`config.mk`:
```
export PLATFORM = sky130hd
export DESIGN_NAME = pipeline_hazard_ctrl
export DESIGN_NICKNAME = d
export VERILOG_FILES = /design/src/rtl/pipeline_hazard_ctrl.sv
export SDC_FILE = /design/constraint.sdc
export NUM_CORES = 1
export LEC_CHECK = 0
export CAP_MARGIN = 20
export CORE_MARGIN = 4
export CORE_UTILIZATION = 50
export CTS_CLUSTER_SIZE = 10
export DETAILED_ROUTE_END_ITERATION = 8
export GPL_TIMING_DRIVEN = 1
export PLACE_DENSITY = 0.82
export SLEW_MARGIN = 15
export SYNTH_ARGS = -nofsm -noshare
export SYNTH_HDL_FRONTEND = slang
export SYNTH_SLANG_ARGS = --single-unit
```
`constraint.sdc`:
```
create_clock -name Clk -period 4.35 [get_ports Clk]
set_input_delay 0.6525 -clock Clk [delete_from_list [all_inputs] [get_ports Clk]]
set_output_delay 0.6525 -clock Clk [all_outputs]
set_load 0.005 [all_outputs]
```
`src/rtl/pipeline_hazard_ctrl.sv`:
```
// rtl/pipeline_hazard_ctrl.sv - 5-stage pipeline RAW-hazard stall, redirect flush, debug halt/step and perf counters
module pipeline_hazard_ctrl #(
    parameter int WB_BYPASS = 1,
    parameter int CNT_W     = 32
) (
    input  logic             Clk,
    input  logic             Reset,
    input  logic [4:0]       id_rs,
    input  logic [4:0]       id_rt,
    input  logic             id_use_rs,
    input  logic             id_use_rt,
    input  logic [4:0]       e_rw,
    input  logic             e_regwr,
    input  logic [4:0]       m_rw,
    input  logic             m_regwr,
    input  logic [4:0]       w_rw,
    input  logic             w_regwe,
    input  logic             pcsrc,
    input  logic             dbg_halt,
    input  logic             dbg_step,
    output logic             pc_we,
    output logic             if_id_we,
    output logic             if_id_flush,
    output logic             id_ex_bubble,
    output logic             ex_mem_flush,
    output logic             halted,
    output logic [CNT_W-1:0] stall_cnt,
    output logic [CNT_W-1:0] flush_cnt
);

    localparam logic [1:0] ST_RUN    = 2'd0;
    localparam logic [1:0] ST_HALTED = 2'd1;
    localparam logic [1:0] ST_STEP   = 2'd2;

    localparam logic [CNT_W-1:0] CNT_MAX = {CNT_W{1'b1}};

    logic [1:0] state;
    logic [1:0] state_nxt;
    logic       advance;
    logic       hazard;
    logic       stall;
    logic       rs_hit;
    logic       rt_hit;

    // Register 0 is hardwired zero, so a writer to $0 never creates a dependency.
    function automatic logic src_hit(input logic [4:0] src, input logic use_src,
                                     input logic [4:0] er, input logic ew,
                                     input logic [4:0] mr, input logic mw,
                                     input logic [4:0] wr, input logic ww);
        logic hit;
        hit = ((src == er) && ew) || ((src == mr) && mw);
        if (WB_BYPASS == 0) begin
            hit = hit || ((src == wr) && ww);
        end
        return use_src && (src != 5'd0) && hit;
    endfunction

    always_comb begin
        rs_hit  = src_hit(id_rs, id_use_rs, e_rw, e_regwr, m_rw, m_regwr, w_rw, w_regwe);
        rt_hit  = src_hit(id_rt, id_use_rt, e_rw, e_regwr, m_rw, m_regwr, w_rw, w_regwe);
        hazard  = rs_hit || rt_hit;
        advance = (state == ST_RUN) || (state == ST_STEP);
        stall   = !pcsrc && advance && hazard;
        halted  = (state == ST_HALTED);
    end

    always_comb begin
        pc_we        = 1'b0;
        if_id_we     = 1'b0;
        if_id_flush  = 1'b0;
        id_ex_bubble = 1'b0;
        ex_mem_flush = 1'b0;
        if (pcsrc) begin
            // Redirect overrides everything: the ID instruction is wrong-path, so its hazard is moot.
            pc_we        = 1'b1;
            if_id_we     = 1'b1;
            if_id_flush  = 1'b1;
            id_ex_bubble = 1'b1;
            ex_mem_flush = 1'b1;
        end else if (stall) begin
            id_ex_bubble = 1'b1;
        end else if (advance) begin
            pc_we    = 1'b1;
            if_id_we = 1'b1;
        end else begin
            id_ex_bubble = 1'b1;
        end
    end

    always_comb begin
        state_nxt = state;
        case (state)
            ST_RUN:    if (dbg_halt) state_nxt = ST_HALTED;
            ST_HALTED: begin
                if (dbg_step) begin
                    state_nxt = ST_STEP;
                end else if (!dbg_halt) begin
                    state_nxt = ST_RUN;
                end
            end
            ST_STEP:   state_nxt = dbg_halt ? ST_HALTED : ST_RUN;
            default:   state_nxt = ST_RUN;
        endcase
    end

    always_ff @(posedge Clk) begin
        if (Reset) begin
            state     <= ST_RUN;
            stall_cnt <= '0;
            flush_cnt <= '0;
        end else begin
            state <= state_nxt;
            if (stall && (stall_cnt != CNT_MAX)) begin
                stall_cnt <= stall_cnt + 1'b1;
            end
            if (pcsrc && (flush_cnt != CNT_MAX)) begin
                flush_cnt <= flush_cnt + 1'b1;
            end
        end
    end

endmodule
```
[Word-level counts from Yosys, hierarchy flattened]
Cells that the tools add are included.
Operators by class
  eq/ne operators: 10
  $add $sub $neg: 2
  multipliers: 0
  order comparisons: 0
  shift-type cells: 0
  bitwise gates (word level): 0
  muxes and demuxes: 12
  reduce and logical (&&, ||, !) cells: 21
  divide/modulo/power cells: 0
Operator list (number)
  adder 32 x 1 -> 32 bit (second input constant): 2
  != test 32 bit (second input constant): 2
  == test 5 bit: 4
  logical AND 1 bit: 12
  nonzero test 5 bit: 2
  2-to-1 mux 1 bit: 8
  2-to-1 mux 2 bit: 3
  one-hot mux 2 bit (3 select lines): 1
  logical OR 1 bit: 4
  != test 3 bit (second input constant): 1
  == test 2 x 1 -> 1 bit (second input constant): 1
  == test 2 bit (second input constant): 1
  logical NOT 2 bit: 1
  != test 2 bit (second input constant): 1
  AND reduction 2 bit: 1
  logical NOT 1 bit: 1
Word-level totals
  flip-flop bits (word level): 66
  latch bits: 0
  memories kept: 0
  output and inout port bits: 70
  input port bits: 35
  RAM bits: 0
  ROM bits: 0

[Longest topological paths before layout]
  word-level depth: 8
  depth in mapped cells: 8
  gate-level depth less buffers: 7

[Least setup slack after synthesis]
OpenSTA, ideal clock, no wires.
  kind: input -> output
  start: in id_rs[0]
  end: out pc_we
  required time: 3697 ps
  setup slack: 1797 ps
  stages on the path: 5
  arrival time: 1900 ps
  cells stage by stage: or4_1 > o21a_1 > a32o_1 > o21bai_1 > buf_4
On the way
  word-level cells in the longest chain between the ends: 8
RTL lines
  start, declared: line 8  | input logic [4:0] id_rs,
  == test 5 bit: line 51  | hit = ((src == er) && ew) || ((src == mr) && mw);
  logical AND 1 bit: line 51
  logical OR 1 bit: line 51
  logical AND 1 bit *: line 55  | return use_src && (src != 5'd0) && hit;
  logical OR 1 bit *: line 61  | hazard = rs_hit || rt_hit;
  logical AND 1 bit *: line 63  | stall = !pcsrc && advance && hazard;
  2-to-1 mux 1 bit * (2 in series)
  end, declared: line 21  | output logic pc_we,
Mark *: on every way between the ends. The rest lies on a longest branch, timed or not.

[Worst setup path in the final report]
  start: in id_rs[0]
  end: out pc_we
On the way
  word-level cells in the longest chain between the ends: 8
RTL lines
  == test 5 bit: line 51
  logical AND 1 bit: line 51
  logical OR 1 bit: line 51
  logical AND 1 bit *: line 55
  logical OR 1 bit *: line 61
  logical AND 1 bit *: line 63
  2-to-1 mux 1 bit *: line 80  | end else if (stall) begin
  2-to-1 mux 1 bit *: line 73  | if (pcsrc) begin
Marks and branches as above.

==> flow_metrics.env <==
export IMPL_drtIter0Drc=178
export IMPL_core_rowCount=30
export IMPL_grt_pass1_wl_mm=15.9
export IMPL_grt_pass1_vias=3340
export IMPL_fillers=576
export IMPL_syn2layout_area_growth_pct=32.5
export IMPL_clk_path_buf_depth=2
export IMPL_r2r_start="stall_cnt[8]$_SDFFE_PP0P_"
export IMPL_coreArea_um2=6980
export IMPL_finalWeightedCongestion=0.854
export IMPL_place_inst=610
export IMPL_globalRouteTotalUtil=0.222
export IMPL_drc=0
export IMPL_peakVddDrop_mv=0.156
export IMPL_post_drt_wl_per_cell_um=15.3
export IMPL_placed_cell_area_um2=4640
export IMPL_ios=105
export IMPL_cts_resized_gates=0
export IMPL_post_cts_buffers=0
export IMPL_synth_mux_area_frac=0.0392
export IMPL_cts_sinks=66
export IMPL_hold_class="reg2reg"
export IMPL_layoutNonFillerInstCount=626
export IMPL_finalClockSkew_ns=0.00987
export IMPL_grt_ovfl_total=0
export IMPL_cp_start_kind="input port"
export IMPL_whs_ns=0.498
export IMPL_rr_endpoint="stall_cnt[25]$_SDFFE_PP0P_"
export IMPL_vias=3572
export IMPL_fmax_ghz=0.284
export IMPL_cts_hold_fix_buffers=0
export IMPL_synthAdderAreaFrac=0.00681
export IMPL_p_per_area_nw_per_um2=255
export IMPL_yosysWarnings=0
export IMPL_synth_top_area_share=0.360
export IMPL_worstPathRequired_ns=3.70
export IMPL_rsz0062_at_grt="false"
export IMPL_finalSetupViolations=0
export IMPL_cts_buffers=9
export IMPL_final_cell_mix="97 x clkdlybuf4s50_1, 66 x dfxtp_1, 54 x nor2_1"
export IMPL_period_share=0.809
export IMPL_cts_root_buf="clkbuf_8"
export IMPL_synth_compound_area_frac=0.0889
export IMPL_reg2reg_depth=6
export IMPL_synth_top_cells_by_area="dfxtp_1 36%, xnor2_1 6.2%, nand4_1 5.8%, nor2_1 5.5%, xor2_1 5.2%"
export IMPL_vias_per_cell=5.71
export IMPL_postLayoutCellArea_um2=4870
export IMPL_synth_cell_type_count=42
export IMPL_die_h_um=93.7
export IMPL_yosysSeqAreaShare=0.360
export IMPL_dr_pass1_iters=4
export IMPL_clkTransAtPathRegs_ns=0.07
export IMPL_routed_wl_mm=9.60
export IMPL_hold_depth=2
export IMPL_yosysTopAreaCell="dfxtp_1"
export IMPL_cts_tree="done"
export IMPL_clk_latency_ns=0.34
export IMPL_cp_arrival_ns=2.87
export IMPL_synth_seq_cells=66
export IMPL_cp_end_kind="output port"
export IMPL_path_class="in2out"
export IMPL_port_buffers=98
export IMPL_syn_instance_count=440
export IMPL_hold_viol_final=0
export IMPL_max_cap_viol_count=0
export IMPL_postRouteAntennaNets=0
export IMPL_final_common_cell="clkdlybuf4s50_1"
export IMPL_status="finished clean"
export IMPL_avgSynthCellArea_um2=8.35
export IMPL_syn_num_nets=477
export IMPL_dieArea_um2=8780
export IMPL_htree_num_levels=3
export IMPL_tns_ns=0
export IMPL_dp_hpwl_mm=6.74
export IMPL_synth_top_family_by_area="simple AND/OR/NAND/NOR gates"
export IMPL_maxSlewHeadroom=0.585
export IMPL_initial_core_util=0.526
export IMPL_worstHoldStart="stall_cnt[30]$_SDFFE_PP0P_"
export IMPL_worst_slew_pin_slew_ns=0.623
export IMPL_num_nets_final=563
export IMPL_synth_xor_area_share=0.114
export IMPL_r2r_slack_ns=1.92
export IMPL_maxSlewViolCount=0
export IMPL_antennaDiodeCount=0
export IMPL_die_w_um=93.7
export IMPL_grt_max_degree=65
export IMPL_worstHoldEndpoint="stall_cnt[30]$_SDFFE_PP0P_"
export IMPL_syn_area_um2=3670
export IMPL_period_needed_ns=3.52
export IMPL_layout_drive_gt1_share=0.0415
export IMPL_antenna_found_initial=0
export IMPL_crit_fanout=3
export IMPL_leakage_nw=1.62
export IMPL_synthSimpleGateAreaFrac=0.349
export IMPL_fin_util=0.697
==> worst max-delay path, stage by stage <==
cell and delay, ns:
clkdlybuf4s50_1 0.47, or4_1 0.54, o21a_1 0.22, a32o_1 0.22, o21bai_1 0.21, clkdlybuf4s50_1 0.55
==> final cells by class <==
class / instances / area [µm²] / area share
multi-input cells: 345 / 2200 / 0.452
flip-flops and latches: 66 / 1320 / 0.272
repair buffers: 101 / 1010 / 0.208
clock buffers: 13 / 169 / 0.0347
well taps: 96 / 120 / 0.0247
clock inverters: 2 / 35.0 / 0.00720
inverters: 3 / 11.3 / 0.00231
==> synthesized netlist by cell type <==
| cell type | count |
|---|---|
| o21ai_0 | 10 |
| nor4b_1 | 4 |
| or3_1 | 11 |
| xnor2_1 | 26 |
| nor2b_1 | 11 |
| xor2_1 | 22 |
| mux2i_1 | 2 |
| a21oi_1 | 21 |
| o21a_1 | 1 |
| nand2b_1 | 7 |
| a32o_1 | 1 |
| clkbuf_1 | 13 |
| clkbuf_2 | 1 |
| a32oi_4 | 1 |
| o22ai_1 | 1 |
| o21ai_1 | 2 |
| and3b_1 | 2 |
| nand3_1 | 27 |
| nor4_4 | 1 |
| and2_1 | 2 |
| ha_1 | 2 |
| or4_1 | 8 |
| a21boi_0 | 1 |
| a211oi_1 | 1 |
| nand4_2 | 1 |
| inv_1 | 3 |
| nor2_1 | 54 |
| nand2_1 | 23 |
| buf_2 | 4 |
| buf_6 | 2 |
| o22ai_2 | 1 |
| and3_1 | 12 |
| buf_4 | 6 |
| nand4_1 | 34 |
| dfxtp_1 | 66 |
| o21bai_1 | 4 |
| nor4_1 | 13 |
| o31ai_1 | 7 |
| nor3_1 | 9 |
| mux2_1 | 11 |
| and4_1 | 11 |
| nand3b_1 | 1 |
==> power breakdown <==
group	switching, W	total [W]	leakage (nW)	internal, W
combinational	0.0000440	0.0000976	0.983	0.0000536
clock	0.000225	0.000533	0.106	0.000308
sequential	0.00000350	0.000610	0.532	0.000607
==> cell families after synthesis <==
family                   after synthesis
AO/OA/AOI/OAI                         51
XOR/XNOR                              48
adder cells (fa/ha/maj)                2
buffers and inverters                 29
flip-flops                            66
multiplexers                          13
AND/OR/NAND/NOR                      231
==> stage by stage <==
stage,power [W],setup WS (ns)
final,0.00124,0.829
after global routing,0.00128,0.730
after CTS,0.00125,0.828
after detailed placement,0.000719,0.824
after global placement,0.000718,0.818
after floorplan,0.000670,1.80
==> flip-flops by register name, summed over array words and instances (netlist names) <==
name,count
flush_cnt,32
stall_cnt,32
state,2
==> worst max path at each step <==
stage,start,endpoint,slack [ns],cells after the start
final,id_rs[0],pc_we,0.83,6
after global routing,id_rs[0],pc_we,0.73,6
after CTS,id_rs[0],pc_we,0.83,6
after detailed placement,id_rs[0],pc_we,0.82,6
after global placement,id_rs[0],if_id_we,0.82,6
after floorplan,id_rs[0],pc_we,1.80,5
==> per-layer routing <==
| metal | GRT usage | vias to the layer above | wire [µm] |
|---|---|---|---|
| li1 | - | 1775 | - |
| met1 | 0.297 | 1692 | 4470 |
| met2 | 0.352 | 95 | 4520 |
| met3 | 0.0505 | 10 | 498 |
| met4 | 0.0722 | 0 | 108 |
| met5 | 0 | - | 0 |
No activity file was read; power rests on OpenSTA's default activity.
